[src/rtl/jk_excite_driver.sv]
// jk_excite_driver
//   Drives a bank of WIDTH JK flip-flops toward a requested Q pattern. For one
//   cycle it computes the J/K excitation from the live Q feedback and the target.
//   It then checks the feedback and re-drives up to MAX_RETRY more times. Each
//   request ends with a one-cycle done or err pulse.
//
//   Build option: JK_TOGGLE_EN
//     defined   -> differing bits are driven J=1,K=1 (toggle)
//     undefined -> differing bits are driven J=target,K=~target (set/reset)
//
// Ports
//   clk        clock, all state on posedge
//   R          synchronous active-high reset, wins over accept
//   tgt_valid  requester has a target on tgt_data
//   tgt_data   target Q pattern
//   tgt_ready  driver idle, a target is accepted on this edge if tgt_valid
//   q_fb       Q feedback from the bank
//   J, K       registered excitation, all-zero except during DRIVE
//   busy       state != IDLE
//   done       one-cycle pulse: bank matched the target
//   err        one-cycle pulse: bank still mismatched after all retries

// Per-bit excitation. Matching bits hold (J=K=0).
module jk_excite_lane (
  input  logic q,
  input  logic t,
  output logic j,
  output logic k
);
  logic diff;
  assign diff = q ^ t;
`ifdef JK_TOGGLE_EN
  assign j = diff;
  assign k = diff;
`else
  assign j = diff & t;
  assign k = diff & ~t;
`endif
endmodule

module jk_excite_driver #(
  parameter int WIDTH     = 8,
  parameter int MAX_RETRY = 2
) (
  input  logic             clk,
  input  logic             R,
  input  logic             tgt_valid,
  input  logic [WIDTH-1:0] tgt_data,
  output logic             tgt_ready,
  input  logic [WIDTH-1:0] q_fb,
  output logic [WIDTH-1:0] J,
  output logic [WIDTH-1:0] K,
  output logic             busy,
  output logic             done,
  output logic             err
);

  localparam int RW = (MAX_RETRY < 1) ? 1 : $clog2(MAX_RETRY + 1);
  localparam logic [RW-1:0] RMAX = RW'(MAX_RETRY);

  typedef enum logic [1:0] {IDLE, DRIVE, CHECK} state_t;

  state_t           state;
  logic [WIDTH-1:0] tgt_q;
  logic [RW-1:0]    retry;
  logic [WIDTH-1:0] exc_tgt;
  logic [WIDTH-1:0] j_nxt;
  logic [WIDTH-1:0] k_nxt;
  logic             accept;

  assign tgt_ready = (state == IDLE);
  assign busy      = (state != IDLE);
  assign accept    = tgt_valid & tgt_ready;

  // On accept the target is not yet latched, so excite from tgt_data directly.
  // On a retry (from CHECK) use the latched copy.
  assign exc_tgt = (state == IDLE) ? tgt_data : tgt_q;

  for (genvar i = 0; i < WIDTH; i++) begin : g_lane
    jk_excite_lane u_lane (
      .q (q_fb[i]),
      .t (exc_tgt[i]),
      .j (j_nxt[i]),
      .k (k_nxt[i])
    );
  end

  always_ff @(posedge clk) begin
    if (R) begin
      state <= IDLE;
      tgt_q <= '0;
      retry <= '0;
      J     <= '0;
      K     <= '0;
      done  <= 1'b0;
      err   <= 1'b0;
    end else begin
      // Pulses last only the cycle after CHECK.
      done <= 1'b0;
      err  <= 1'b0;
      case (state)
        IDLE: begin
          if (accept) begin
            tgt_q <= tgt_data;
            retry <= '0;
            J     <= j_nxt;
            K     <= k_nxt;
            state <= DRIVE;
          end
        end
        DRIVE: begin
          // One cycle of excitation, then let the bank hold while we check.
          J     <= '0;
          K     <= '0;
          state <= CHECK;
        end
        CHECK: begin
          if (q_fb == tgt_q) begin
            done  <= 1'b1;
            state <= IDLE;
          end else if (retry < RMAX) begin
            retry <= retry + RW'(1);
            J     <= j_nxt;
            K     <= k_nxt;
            state <= DRIVE;
          end else begin
            err   <= 1'b1;
            state <= IDLE;
          end
        end
        default: begin
          J     <= '0;
          K     <= '0;
          state <= IDLE;
        end
      endcase
    end
  end

endmodule
[config.mk]
export PLATFORM = sky130hd
export DESIGN_NAME = jk_excite_driver
export DESIGN_NICKNAME = d
export VERILOG_FILES = /design/src/rtl/jk_excite_driver.sv
export SDC_FILE = /design/constraint.sdc
export NUM_CORES = 1
export LEC_CHECK = 0
export CAP_MARGIN = 5
export CORE_UTILIZATION = 30
export DETAILED_ROUTE_END_ITERATION = 12
export GPL_TIMING_DRIVEN = 1
export MAX_ROUTING_LAYER = met4
export PLACE_DENSITY = 0.58
export SLEW_MARGIN = 10
export SYNTH_ARGS = -nofsm -noshare
export SYNTH_HDL_FRONTEND = slang
export SYNTH_HIERARCHICAL = 1
export SYNTH_SLANG_ARGS = --single-unit
export TNS_END_PERCENT = 5
[constraint.sdc]
create_clock -name clk -period 2.97 [get_ports clk]
set_input_delay 0.4455 -clock clk [delete_from_list [all_inputs] [get_ports clk]]
set_output_delay 0.4455 -clock clk [all_outputs]
set_load 0.01 [all_outputs]
======== Word-level counts from Yosys, hierarchy flattened ========
Index checks and enable logic that the tools add are counted.
word-level totals
  register bits after elaboration ......... 30
  input bits .............................. 19
  output and inout port bits .............. 20
  word-level logic and storage cells ...... 76
cells by class
  add/sub/neg operators ................... 1
  $lt $le $gt $ge ......................... 1
  eq/ne operators ......................... 6
  mux-type cells .......................... 19
  bitwise operators ....................... 34
  reduce and logical (&&, ||, !) cells .... 8
operators with widths
  cell                 number
  $mux 8               7
  $pmux 8 s2           2
  $and 1x1->1          17
  $not 1->1            9
  $eq 8x8->1           1
  $mux 2               4
  $xor 1x1->1          8
  $pmux 2 s3           1
  $mux 1               4
  $ne 2x2->1 const B   2
  $pmux 2 s2           1
  $reduce_and 4->1     1
  $reduce_bool 2->1    2
  $reduce_and 3->1     1
  $reduce_or 3->1      1
  $add 2x1->2 const B  1
  $eq 2x1->1 const B   1
  $eq 2x2->1 const B   1
  $logic_not 2->1      1
  $lt 2x2->1 const B   1
  $ne 2x1->1 const B   1
  $reduce_and 2->1     1
  $reduce_or 2->1      1

======== Logic depth before layout (Yosys ltp) ========
Gate-level depths: netlist of the first run.
  word-level depth ........................ 7
  mapped depth ............................ 7
  depth with buffers taken out ............ 6

======== By module ========
The synthesis of the first run kept the hierarchy.
modules (own cells, without submodules)
  module            times used  cells an instance  area each (um^2)  seq. area each (um^2)
  jk_excite_driver  1           193                1711.6            600.6
  jk_excite_lane    8           2                  15.0              0.0

======== Worst setup path before layout of the first run ========
Ideal clock, no wire load.
  path kind ............................... register to register
  start point ............................. register state[0]
  end point ............................... register K[7]
  setup time .............................. 0.079 ns
  arrival ................................. 1.556 ns
  required time ........................... 2.891 ns
  setup slack ............................. 1.335 ns
  cell stages (with the launch flop) ...... 8
  path buffers ............................ 1
  clock period less this slack ............ 1.635 ns
  cell sequence ........................... dfxtp_1 nor2_1 buf_2 mux2_2 and2b_2 nor3b_1 o21ai_1 o211ai_1
between the ends
  word-level cells in the longest chain between the ends .. 7
  elaborated cells between the ends (all ways) .. 15
  those cells by class .................... 4 x eq/ne; 5 x mux; 4 x bitwise; 2 x reduce/logical
RTL lines
  item                                      line    source
  start, declared                           63      state_t state;
  start signal, assigned                    90      state <= IDLE;
  start signal, assigned                    108     state <= DRIVE;
  start signal, assigned                    115     state <= CHECK;
  $logic_not 2->1 *                         71      assign tgt_ready = (state == IDLE);
  via tgt_ready                             49      output logic tgt_ready,
  $mux 8 *                                  77      assign exc_tgt = (state == IDLE) ? tgt_data : tgt_q;
  via exc_tgt[7]                            66      logic [WIDTH-1:0] exc_tgt;
  $xor 1x1->1 or $not 1->1 (tied branches)  31, 37
  $and 1x1->1 *                             37      assign k = diff & ~t;
  via k_nxt[7]                              68      logic [WIDTH-1:0] k_nxt;
  $mux 8                                    121     end else if (retry < RMAX) begin
  $mux 8                                    118     if (q_fb == tgt_q) begin
  $pmux 8 s2 *                              101     case (state)
  end signal, assigned                      107     K <= k_nxt;
  end signal, assigned                      124     K <= k_nxt;
  end, declared                             52      output logic [WIDTH-1:0] K,
Mark *: on every way through the listed nets, which the timed path passes. The rest lies on a longest branch. The select of a mux whose other input is x is not followed.
A chain may end at the register's enable or synchronous reset.

======== Worst setup path after layout of the first run ========
  start point ............................. register state[0]
  end point ............................... output tgt_ready
between the ends
  word-level cells in the longest chain between the ends .. 1
RTL lines
  item             line
  $logic_not 2->1  71
  end, declared    49
Every way passes these cells.

==> impl_metrics.toml, run 1 <==
[status]
status = "finished clean"

[logic_synthesis]
syn_area_um2 = 1830
synth.largest_area_cell = "dfxtp_1"
yosys_warnings = 6
syn_inst = 209
synth.most_common_cell = "dfxtp_1"
synth_top_area_share_pct = 32.8
ys.flop_type = "dfxtp_1"
synth_fp_nets = 228
syn_area_per_cell_um2 = 8.76
synth_seq_cells = 30
synthArstFlopShare_pct = 0
synth-edff-count = 0
synth-seq-area-share_pct = 32.8
ys_types = 29
synth_area_leaders = "dfxtp_1 33%, o211ai_2 6.8%, nand3b_1 6.6%, mux2_2 5.5%, nor3b_1 5.3%"
synthTopCellsByCount = "30 x dfxtp_1, 18 x nand2_1, 17 x inv_1"

[floorplanning]
row_count = 28
initial_utilization_pct = 30.9
die_y_um = 80.1
ios = 39
die_area_um2 = 6420
fp.dieW_um = 80.1
coreArea_um2 = 5920

[clock_network]
clockBufferDepth = 2
cts_buffers = 5
root_buffer = "clkbuf_8"
cts_tree = "built"
cts_setup_buffers = 0
cts_resized = 0
insertion_delay_ns = 0.28
cts.sinks = 30
clk_pin_slew_worst_paths_ns = 0.07
hold_buffers = 0
htreeDepth = 2

[setup_path]
crit_chain = "nor2_1, buf_4, clkdlybuf4s50_1"
reg2regPathDepth = 6
cp_max_fo = 7
cp_data_arrival_time_ns = 1.91
cp_num_cells = 3
startpoint_type = "flip-flop"
endpoint_kind = "output pin"
cpMaxStageDelayCell = "clkdlybuf4s50_1"
path_class = "flip-flop to output pin"
cpLargestDelayFamily = "buffers and inverters"
cp.required_ns = 2.52
slowest_delay_ns = 0.54
path_buf_inv = 2

[grt]
grt_pass1_vias = 1459
grt_max_degree = 31
grt_overflow = 0
grt_pass1_wl_um = 7320
grtUsageTotal_pct = 15.4
grt_antenna_before_repair = 0

[timing]
fin_skew_ns = 0.00302
hold_violations = 0
final.setup.tns_ns = 0
finalSetupViolations = 0
fin_crit_ns = 2.36
relSlewSlack_pct = 62.2
max_freq_mhz = 425
slew_viol_final = 0
tightest_slew_ns = 0.564
final.setup.worst_slack_ns = 0.615
rsz0062_at_grt = "no"
fin_crit_sh_pct = 79.3

[routing]
wl_per_cell_um = 13.6
ant_nets = 0
routed_wl_um = 4350
drt_iter0_markers = 74
vias = 1540
drc = 0
via_per_inst = 4.81
dr.pass1.iters = 4

[min_path]
hold_depth = 2
hold_class = "flip-flop to flip-flop"

[placed_design]
dpl.hpwl_um = 3040
post-place-ws_ns = 0.661
portBuffers = 38
gp_congestion = 0.763

[layout]
diodes = 0
finalCoreUtilization_pct = 40.0
syn_to_final_growth_pct = 29.2
final_nets = 263
layout-drive-gt1-share_pct = 20.8

[run]
max_cap_viol_count = 0

[power]
p_per_area_nw_per_um2 = 450
vdd_drop_max_v = 0.000153
p_leak_uw = 0.000825
power_uw = 1060
cells by family (layout without fill, tap and decap cells):
logic type | count (synthesis) | count (layout) | synth area share [%]
AOI/OAI and AO/OA | 46 | 46 | 18.4
xor gates and xnor gates | 8 | 8 | 3.83
buffers and inverters | 33 | 69 | 8.61
DFF | 30 | 30 | 32.8
muxes | 9 | 9 | 5.53
and+or+nand+nor | 83 | 83 | 30.9
cells in the final DEF (no fill, tap or decap):
master	instances
and2_2	1
o32ai_1	1
inv_1	17
clkdlybuf4s50_1	38
o31a_4	1
and2_1	1
mux2_2	9
nand4_1	2
nor3b_2	7
or3b_4	1
or2b_1	1
xnor2_1	8
nor2b_1	8
nor3_1	1
clkbuf_8	8
nor3b_1	13
and2b_2	8
o21ai_0	6
buf_4	6
nand3b_1	16
o211ai_1	6
nor2_1	6
a21oi_1	9
nand2_1	18
dfxtp_1	30
o21ai_1	13
o211ai_2	10
report_power, final:
group	total, uW	switching [uW]	internal (uW)	leakage, uW
Combinational	231	109	122	0.000523
Clock	393	159	234	0.0000575
Sequential	441	15.8	425	0.000245
state kept, by name, indices dropped and copies added, names as in the netlist:
signal	flops
state	2
K	8
J	8
retry	2
err	1
tgt_q	8
done	1
layout make-up:
class | instances | area, um2
Fill cell | 605 | 3550
Multi-Input combinational cell | 146 | 1070
Sequential cell | 30 | 601
Timing Repair Buffer | 44 | 425
Clock buffer | 8 | 110
Tap cell | 75 | 93.8
Inverter | 17 | 63.8
per-stage QoR:
step           area [um2]  hold slack [ns]  instances
6_report             2370            0.483        320
5_1_grt              2370            0.521        320
4_1_cts              2370            0.485        320
3_5_place_dp         2260            0.476        312
3_3_place_gp         2260            0.468        312
2_1_floorplan        1830            0.459        209
worst paths after layout:
kind | slack, ns | from | to
worst max register to register | 0.88 | state[0] | tgt_q[2]
worst min register to register | 0.48 | tgt_q[4] | tgt_q[4]
worst max-delay path | 0.61 | state[0] | tgt_ready
worst min-delay path | 0.48 | tgt_q[4] | tgt_q[4]
metal layers:
layer	global-route usage (%)	wire [um]
met1	19.9	2040
met2	24.3	2090
met3	3.07	166
met4	4.29	53
met5	-	0
worst register-to-register path: stages, from the launching register on:
cell     delay, ns
dfxtp_1       0.35
nor2_1        0.47
buf_4         0.27
and2_1        0.45
buf_4         0.30
nand2_1       0.08
a21oi_1       0.11
Power figures use the tool's default switching activity.
==> run 2, diff against run 1 <==
--- a/config.mk
+++ b/config.mk
@@ -10,7 +10,7 @@
 export DETAILED_ROUTE_END_ITERATION = 12
 export GPL_TIMING_DRIVEN = 1
 export MAX_ROUTING_LAYER = met4
-export PLACE_DENSITY = 0.58
+export PLACE_DENSITY = 0.6
 export SLEW_MARGIN = 10
 export SYNTH_ARGS = -nofsm -noshare
 export SYNTH_HDL_FRONTEND = slang
==> constraint.sdc (replaced) <==
create_clock -name clk -period 1.9 [get_ports clk]
set_input_delay 0.285 -clock clk [delete_from_list [all_inputs] [get_ports clk]]
set_output_delay 0.285 -clock clk [all_outputs]
set_load 0.01 [all_outputs]
==> impl_metrics.toml, run 2 (synthesized netlist as in run 1, its figures left out) <==
[setup_path]
crit_chain = "nor2_1, buf_4, clkdlybuf4s50_1"
cp.required_ns = 1.62
cp_data_arrival_time_ns = 1.51
r2r_slack_ns = 0.24
path_buf_inv = 2
reg2regPathDepth = 7
startpoint_type = "flip-flop"
path_class = "flip-flop to output pin"
worst_r2r_endpoint = "J[3]"
r2r_start = "state[0]"
endpoint_kind = "output pin"
cpMaxStageDelayCell = "clkdlybuf4s50_1"
cpLargestDelayFamily = "buffers and inverters"
cp_max_fo = 12
slowest_delay_ns = 0.56

[floorplanning]
ios = 39
die_area_um2 = 6420
initial_utilization_pct = 30.9
row_count = 28
die_y_um = 80.1
coreArea_um2 = 5920
fp.dieW_um = 80.1

[routing]
vias = 1542
ant_nets = 0
drc = 0
routed_wl_um = 4350
via_per_inst = 4.63
dr.pass1.iters = 4
drt_iter0_markers = 72
wl_per_cell_um = 13.1

[layout]
finalInstanceArea_um2 = 2450
diodes = 0
multiInputGateArea_um2 = 1070
layout_common_cells = "38 x clkdlybuf4s50_1, 30 x dfxtp_1, 19 x buf_4"
seq_area_um2 = 601
fill_cells = 578
top_regs = "J x8, K x8, tgt_q x8"
final_nets = 276
syn_to_final_growth_pct = 33.5
mostFrequentLayoutCell = "clkdlybuf4s50_1"
layout-drive-gt1-share_pct = 24.4

[clock_network]
cts_tree = "built"
insertion_delay_ns = 0.29
hold_buffers = 0
clk_pin_slew_worst_paths_ns = 0.07
clockBufferDepth = 2
cts_resized = 0
cts_setup_buffers = 0
htreeDepth = 2
cts_buffers = 5
root_buffer = "clkbuf_8"
cts.sinks = 30

[power]
p_leak_uw = 0.000875
vdd_drop_max_v = 0.000257
p_per_area_nw_per_um2 = 658

[min_path]
min_to = "tgt_q[1]"
hold_class = "flip-flop to flip-flop"
hold_start = "tgt_q[1]"
hold_depth = 2

[timing]
tightest_slew_ns = 0.379
rsz0062_at_grt = "no"
fin_skew_ns = 0.00709
fin_crit_ns = 1.80
fin_crit_sh_pct = 94.5
final.setup.worst_slack_ns = 0.104
hold_violations = 0
relSlewSlack_pct = 74.7
whs_ns = 0.480
finalSetupViolations = 0
max_freq_mhz = 557
slew_viol_final = 0

[grt]
grtUsageTotal_pct = 15.0
grt_antenna_before_repair = 0
grt_overflow = 0
grt_pass1_vias = 1491
grt_pass1_wl_um = 6960
grt_max_degree = 30

[placed_design]
post-place-ws_ns = -0.0434
portBuffers = 38
dpl-instance-area_um2 = 2350
dpl.hpwl_um = 3100
gp_congestion = 0.740

[status]
status = "finished clean"

[run]
max_cap_viol_count = 0
[run 2: area by class of cell]
class,instances,area share [%]
Clock buffer,7,3.53
Clock inverter,1,0.205
Timing Repair Buffer,57,21.4
Inverter,17,2.61
Multi-Input combinational cell,146,43.9
Tap cell,75,3.84
Sequential cell,30,24.6
[run 2: worst max-delay path by stage]
stage | start | end | cells after the start
after floorplan | state[0] | K[7] | 7
after global placement | q_fb[2] | retry[0] | 6
after detailed placement | q_fb[7] | J[6] | 5
after CTS | state[1] | busy | 4
after global routing | state[0] | tgt_ready | 3
final | state[0] | tgt_ready | 3
[run 2: worst min-delay path, delay by kind of cell (launching register included)]
kind            cells  cell delay [ns]
flops               1             0.33
simple gates        1             0.06
compound gates      1             0.05
[run 2: report_power, final]
part / internal, uW / switching (uW) / leakage (uW)
Clock: 292 / 247 / 0.0000482
Sequential: 665 / 24.4 / 0.000245
Combinational: 208 / 173 / 0.000582
[run 2: metal layers]
layer | part of all wire [%] | global-route usage (%)
met1 | 47 | 17.4
met2 | 48 | 24.4
met3 | 2.4 | 3.41
met4 | 2.5 | 7.50
met5 | 0 | -
[run 2: metrics by stage]
step / util, % / std cells / TNS, ns / total power [uW]
after floorplan: - / 209 / 0 / 923
final: 41.3 / 333 / 0 / 1610
after global placement: 39.8 / 325 / -0.115 / 1080
after global routing: 41.3 / 333 / 0 / 1700
after detailed placement: 39.8 / 325 / -0.231 / 1080
after CTS: 41.3 / 333 / 0 / 1630
